### src/rtl/ether_tx.sv
// ether_tx: prepends the 14-byte Ethernet header to a 512-bit payload stream,
// realigning payload bytes across beats by 14 bytes.
module ether_tx (
  input  logic         clk,
  input  logic         reset,
  input  logic [111:0] ether_header_data,
  input  logic         ether_header_valid,
  output logic         ether_header_ready,
  input  logic [511:0] ether_data_data,
  input  logic         ether_data_valid,
  input  logic         ether_data_sop,
  input  logic         ether_data_eop,
  input  logic [7:0]   ether_data_mty,
  output logic         ether_data_ready,
  output logic [511:0] send_data,
  output logic         send_valid,
  output logic         send_sop,
  output logic         send_eop,
  output logic [7:0]   send_mty,
  input  logic         send_ready
);
  typedef enum logic [1:0] {IDLE, BODY, LAST_ONE} state_t;
  state_t       state;
  logic [111:0] carry;
  logic [7:0]   mty_l;
  logic         load_ok, accept, tail_fits;
  always_comb begin
    load_ok = !send_valid || send_ready;
    ether_data_ready = state == IDLE ? load_ok && (!ether_data_sop || ether_header_valid) :
                       state == BODY ? load_ok : 1'b0;
    accept = ether_data_valid && ether_data_ready;
    ether_header_ready = state == IDLE && accept && ether_data_sop;
    tail_fits = ether_data_eop && ether_data_mty >= 8'd14;
  end
  // The 14 shifted-out bytes fit in the last beat's empty tail only when mty >= 14.
  always_ff @(posedge clk) begin
    if (reset) begin
      state      <= IDLE;
      carry      <= '0;
      mty_l      <= '0;
      send_data  <= '0;
      send_valid <= 1'b0;
      send_sop   <= 1'b0;
      send_eop   <= 1'b0;
      send_mty   <= '0;
    end else if (load_ok) begin
      send_valid <= 1'b0;
      if (state == LAST_ONE) begin
        send_data  <= {carry, 400'd0};
        send_valid <= 1'b1;
        send_sop   <= 1'b0;
        send_eop   <= 1'b1;
        send_mty   <= mty_l;
        state      <= IDLE;
      end else if (accept && (state == BODY || ether_data_sop)) begin
        send_data  <= state == IDLE ?
                      {ether_header_data[63:16], ether_header_data[111:64], ether_header_data[15:0], ether_data_data[511:112]} :
                      {carry, ether_data_data[511:112]};
        send_valid <= 1'b1;
        send_sop   <= state == IDLE;
        send_eop   <= tail_fits;
        send_mty   <= tail_fits ? ether_data_mty - 8'd14 : 8'd0;
        carry      <= ether_data_data[111:0];
        mty_l      <= ether_data_mty + 8'd50;
        state      <= tail_fits ? IDLE : ether_data_eop ? LAST_ONE : BODY;
      end
    end
  end
endmodule

### config.mk
export PLATFORM = sky130hd
export DESIGN_NAME = ether_tx
export DESIGN_NICKNAME = d
export VERILOG_FILES = /design/src/rtl/ether_tx.sv
export SDC_FILE = /design/constraint.sdc
export NUM_CORES = 1
export LEC_CHECK = 0
export ABC_CLOCK_PERIOD_IN_PS = 2250
export CAP_MARGIN = 15
export CORE_AREA = 2 2 458 460
export DETAILED_ROUTE_END_ITERATION = 12
export DIE_AREA = 0 0 460 462
export GPL_ROUTABILITY_DRIVEN = 0
export PLACE_DENSITY = 0.37
export SLEW_MARGIN = 20
export SYNTH_ARGS = -nofsm -noshare
export SYNTH_HDL_FRONTEND = slang
export SYNTH_SLANG_ARGS = --single-unit
export TNS_END_PERCENT = 10
### constraint.sdc
create_clock -name clk -period 2.25 [get_ports clk]
set_input_delay 0.3375 -clock clk [delete_from_list [all_inputs] [get_ports clk]]
set_output_delay 0.3375 -clock clk [all_outputs]
set_load 0.02 [all_outputs]
==> flow_summary.toml <==
[run_status]
status = "completed"

[power_and_ir_drop]
vdd_drop_max_mv = 0.530
power_frac_seq = 0.378
swShare = 0.289
combPwrFrac = 0.174
internal_power_uw = 23600
clkPwrFrac = 0.448
p_leak_uw = 0.0150
net-switching-power_uw = 9580
power_density_nw_per_um2 = 769

[floorplan]
ioPinCount = 1164
core_um2 = 208000
die_w_um = 460
die_area_um2 = 213000
die_y_um = 462
row_count = 168
start_util = 0.118

[setup_path]
cp_slowest_cell = "clkdlybuf4s50_1"
path_buf_inv = 1
max_stage_delay_ns = 0.67
crit_chain = "clkdlybuf4s50_1"
worstPathArrival_ns = 1.85
critical_path_class = "register to primary output"
worst_ep_required_time_ns = 1.91
setup.worst_path.end_class = "primary output"
cp_top_family = "buffers and inverters"
critPathMaxFanout = 2
critPathLaunchType = "register"

[cts]
cts_htree_levels = 3
tritoncts = "yes"
worstSkewPairLatency_ns = 0.71
clockRootBuffer = "clkbuf_16"
cts_buffers = 87
clock_path_buffers = 3
cts.sinks = 645
path_clk_slew_ns = 0.06

[cells_and_area]
area_delta_synth_final_pct = 75.8
seq_area_um2 = 12900
drive_above_1_share = 0.0856
nFillCells = 23300
final_nets = 4797
multi_input_area_um2 = 10100

[timing]
holdWs_ns = 0.160
min_period_ns = 2.19
skew_ns = 0.0485
rsz0062_at_grt = "no"
setup_violations = 0
period_share = 0.972
hold_viol = 0
relSlewSlack = 0.561
worst_pin_slew_ns = 0.661
setup_slack_ns = 0.0629
fmax_mhz = 457
slew_violations = 0

[yosys]
postSynthCellCount = 3040
synth_cell_types = 36
ys_ff_latch = 645
ys_dominant_reg_cell = "dfxtp_1"
syn_nets = 3680
synth_area_leaders = "dfxtp_1 (53%), nand2_1 (11%), a21oi_1 (11%), nand3_1 (8.2%), a311oi_1 (4.1%)"
synthTopCellsByCount = "nand2_1 (750), dfxtp_1 (645), a21oi_1 (522), nand3_1 (403), buf_2 (143)"
yosys_warnings = 0
synthArstFlopShare = 0
yosysTopAreaCellShare = 0.527
yosysSeqAreaShare = 0.527
synth.most_common_cell = "nand2_1"
synth_edf_count = 0
syn_area_um2 = 24500
post-synth-top-area-cell = "dfxtp_1"
syn_avg_cell_area_um2 = 8.06

[worst_hold_path]
min_path_type = "input port to register"

[routing]
routed_wl_mm = 170
drtIter0Drc = 1783
firstDrtPassIters = 7
route.vias.total = 27200
routed_via_density = 3.91
wl_per_cell_um = 24.5
antenna_left = 0
drc = 0

[global_routing]
grt_max_degree = 86
grt_util_all_layers = 0.152
antenna_found_initial = 35
first_global_vias = 26900
overflow = 0
grt_pass1_wl_mm = 228

[place]
place.port_buffers = 1163
hpwl_mm = 133
place_ws_ns = -0.336

[run]
maxCapViolations = 0
## registers in the layout (all words and copies together) (netlist names)
| register | cells |
|---|---|
| send_valid | 1 |
| mty_l | 8 |
| send_mty | 8 |
| send_eop | 1 |
| state | 2 |
| carry | 112 |
| send_sop | 1 |
| send_data | 512 |
## what timing repair did
action,CTS,global route
gates resized for setup,97,5
setup buffers,0,2
setup endpoints to repair,94,71
hold buffers,1,0
gates cloned,0,0
endpoints found under the hold margin,14,0
## per-stage QoR
stage                     instances  setup TNS [ns]  utilization  instance area, um2  total power, uW
after floorplan                3040               0            -               24500            14900
final                          6959               0        0.207               43100            33100
after global placement         6785          -92.75        0.193               40100            18600
after detailed placement       6785         -105.20        0.193               40100            18700
after global routing           6952               0        0.207               43100            34600
after CTS                      6945               0        0.207               43000            33800
## final cells by class
type                            instances  share of cell area
Tap cell                             2720              0.0790
Multi-Input combinational cell       2080               0.234
Clock buffer                          129              0.0600
Inverter                                3            0.000261
Clock inverter                         30              0.0102
Timing Repair Buffer                 1340               0.316
Antenna cell                           12            0.000697
Sequential cell                       645               0.300
## worst paths after layout
check        depth (start not counted)        endpoint                 start  slack (ns)
min                                  3    send_data[9]  ether_data_data[121]        0.16
min reg2reg                          2       carry[17]             carry[17]        0.45
max reg2reg                          6  send_data[134]              state[0]        0.13
max                                  1  send_data[285]        send_data[285]        0.06
## cell families (layout without fill, tap and decap cells)
group                      count (synthesis)  in the layout  synth area share
DFF                                      645            645             0.527
buffers and inverters                    315           1502            0.0644
and+or+nand+nor                         1302           1302             0.229
adders and majority gates                  1              1          0.000510
muxes                                      1              1          0.000459
xor gates and xnor gates                   4              4           0.00143
AOI/OAI and AO/OA                        772            772             0.178
other                                      0             12                 0
## per-layer routing
| layer | GRT usage | routed length [um] | vias up | part of all wire |
|---|---|---|---|---|
| met3 | 0.0778 | 21100 | 174 | 0.12 |
| met1 | 0.184 | 70000 | 13100 | 0.41 |
| met5 | 0 | 123 | - | 0.00072 |
| met2 | 0.234 | 75300 | 1070 | 0.44 |
| met4 | 0.0430 | 3770 | 22 | 0.022 |
| li1 | - | - | 12800 | - |
## power groups by stage
stage	logic, uW	registers (uW)	clock network, uW
2_1_floorplan	1680	13300	0
3_3_place_gp	5890	12800	0
3_5_place_dp	5900	12800	0
4_1_cts	5870	12500	15400
5_1_grt	6210	12600	15800
6_report	5770	12500	14900
## cells in the final DEF, fill, tap and decap left out, drive strengths merged, types with 2 or more instances in the layout
master         netlist  routed
nor2                11      11
buf                189     205
a22oi                5       5
clkbuf             123     129
dlymetal6s2s         0       2
a311oi             117     117
o21ai              113     113
inv                  3       7
clkinv               0      18
nor3               125     125
a21oi              522     522
nor2b                3       3
clkdlybuf4s50        0    1041
bufinv               0       7
nand2b               2       2
dfxtp              645     645
a31oi                3       3
xor2                 3       3
diode                0      12
dlygate4sd2          0      91
nand3              403     403
nand2              751     751
nor4                 2       2
a211oi               9       9
Power figures use the tool's default switching activity.
==> edit: new RTL, same flow settings <==
Make the reset (`reset`) asynchronous in one clocked block.
--- a/src/rtl/ether_tx.sv
+++ b/src/rtl/ether_tx.sv
@@ -35,3 +35,3 @@
   // The 14 shifted-out bytes fit in the last beat's empty tail only when mty >= 14.
-  always_ff @(posedge clk) begin
+  always_ff @(posedge clk or posedge reset) begin
     if (reset) begin
Check against the original RTL: not settled (the Yosys comparison gave no result); the edit may change what the design does.
==> edit against the original RTL <==
  * The flow now finishes with violations (setup timing)
  * Sequential cell count unchanged
  * Worst setup slack worse by 64 ps
  * Hold slack better by 53 ps
  * Final area down 0.59%
  * Area after synthesis down 0.13%
  * Core utilization down 0.12 points
  * Via count down 27%
  * Critical path depth up 4
  * Wire length down 21%
  * Global-route usage down 3.1 points
  * Largest cell class is now registers
Power is not compared: it rests on default switching activity, and its combinational part moved more than twofold at a synthesized area within 25%.
==> edit: results (changes against the original RTL) <==
Clock network
  – Cts bufs inserted: 85 (was 87)
  – H-tree depth: 3 (unchanged)

Logic synthesis
  – Top cells by count, synth: dfrtp_1 (645), a22o_1 (401), mux2_2 (119) (was nand2_1 (750), dfxtp_1 (645), a21oi_1 (522))
  – Syn_nets: 2353 (was 3680)
  – Sequential share of the synthesized area: 65.92% (was 52.67%)
  – Distinct cells, synth: 39 (was 36)
  – Synth async-reset ratio: 100.0% (was 0%)
  – Syn avg cell area: 14.29 um^2 (was 8.064 um^2)
  – Synth top area cells: dfrtp_1 (66%), a22o_1 (14%), mux2_2 (5.5%) (was dfxtp_1 (53%), nand2_1 (11%), a21oi_1 (11%))

Critical path
  – Worst reg2reg path depth: 9 (was 6)
  – Reg2reg start: state[0] (unchanged)
  – Critical path startpoint: send_valid (was send_data[285])
  – Worst Setup EP: ether_header_ready (was send_data[285])
  – Crit-path leading delay family: simple AND/OR/NAND/NOR gates (was buffers and inverters)
  – FF-to-FF End: send_data[337] (was send_data[134])
  – Worst EP arrival: 1910 ps (was 1850 ps)
  – Reg2reg setup slack: 150 ps (was 130 ps)
  – Slowest-stage cell, CP: dfrtp_2 (was clkdlybuf4s50_1)

Routing
  – Post-DR vias/cell: 3.463 (was 3.908)
  – Wire per inst: 23.30 um (was 24.46 um)
  – DR pass1 iterations: 5 (was 7)
  – Metal-1 WL: 55320 um (was 70020 um)
  – Routed length on met2: 58100 um (was 75270 um)
  – Starting DRT DRC Count: 878 (was 1783)
  – Met3 wire length: 17990 um (was 21050 um)

Final layout
  – # nets final: 3599 (was 4797)
  – Share of layout cells above drive strength 1: 13.69% (was 8.564%)

Outcome
  – Outcome: complete, but fails checks (was finished, final reports clean)
  – Violated checks: setup timing

Global route
  – Total track usage: 12.14% (was 15.20%)
  – First-pass GRT wire length: 180300 um (was 227600 um)
  – Largest net degree at the start of global routing: 65 (was 86)
  – Initial antenna violation count: 50 (was 35)

Placement
  – DP HPWL: 107000 um (was 133100 um)

STA
  – Worst setup margin: -1.310 ps (was 62.93 ps)
  – # setup viols final: 1 (was 0)
  – Slew margin rel.: 60.39% (was 56.11%)
-- edit: changes by cell type after synthesis, moves of 124 or more --
cell	before	now
dfrtp_1	0	645
dfxtp_1	645	0
nand2_1	750	117
a21oi_1	522	3
nand3_1	403	1
a22o_1	0	401
nor3_1	125	1
-- edit: area by class of cell --
| type | instances | area [um^2] | area share, % |
|---|---|---|---|
| Clock inverter | 28 | 319.1 | 0.7445 |
| Timing Repair Buffer | 1303 | 13050 | 30.45 |
| Antenna cell | 15 | 37.54 | 0.08759 |
| Inverter | 3 | 15.01 | 0.03504 |
| Tap cell | 2720 | 3403 | 7.942 |
| Clock buffer | 125 | 2459 | 5.737 |
| Multi-Input combinational cell | 921 | 7425 | 17.33 |
| Sequential cell | 645 | 16150 | 37.68 |
-- edit: worst register-to-register path, cell delays in order, from the launching register on --
cell	delay (ps)
dfrtp_1	410
nor3b_2	230
nor3_2	70
buf_4	150
buf_6	110
o211a_4	140
buf_4	200
buf_12	180
buf_4	270
a22o_1	200
-- edit: cell families after synthesis --
kind of cell	count (synthesis)	synth area share (%)
buffers and inverters	147	3.955
xor gates and xnor gates	5	0.1789
adders and majority gates	1	0.05110
muxes	232	10.09
DFF	645	65.92
and+or+nand+nor	147	2.392
AOI/OAI and AO/OA	536	17.41
-- edit: where the power goes --
group          switching (W)  internal, W  leakage [nW]  total (W)
Sequential           0.00303       0.0162          7.85     0.0193
Clock                0.00581      0.00785          1.35     0.0137
Combinational         0.0121       0.0110          8.89     0.0231
Total                 0.0210       0.0350          18.1     0.0560
-- edit: repair_timing --
item / in CTS / in global routing
endpoints found under the hold margin: 1 / 0
buffers inserted: 2 / 2
cloned: 0 / 0
setup endpoints to repair: 86 / 2
resized for setup: 88 / 1
pin swaps: 3 / 1
hold buffers: 1 / 0
-- edit: per-layer routing --
layer / vias to the layer above / track usage [%]
met4: 56 / 3.426
li1: 8886 / -
met1: 9891 / 14.54
met5: - / 0
met3: 183 / 7.389
met2: 933 / 18.04
-- edit: stage by stage --
stage	std cells	util (%)	worst slack, ps	instance area (um^2)
2_1_floorplan	1713	-	-6900	24490
3_5_place_dp	5588	19.24	-563.9	40040
3_3_place_gp	5588	19.24	-574.0	40040
5_1_grt	5750	20.58	-105.1	42830
4_1_cts	5743	20.56	-151.9	42790
6_report	5760	20.59	-1.310	42850
-- edit: worst min-delay path by stage --
stage | end | slack [ps] | start | cells past startpoint
6_report | send_data[119] | 210 | ether_data_data[231] | 2
3_5_place_dp | send_data[424] | 470 | send_data[424] | 2
3_3_place_gp | send_data[450] | 460 | send_data[450] | 2
4_1_cts | send_data[13] | 90 | ether_data_data[125] | 2
2_1_floorplan | mty_l[1] | 430 | ether_data_mty[1] | 1
5_1_grt | send_data[13] | 150 | ether_data_data[125] | 2
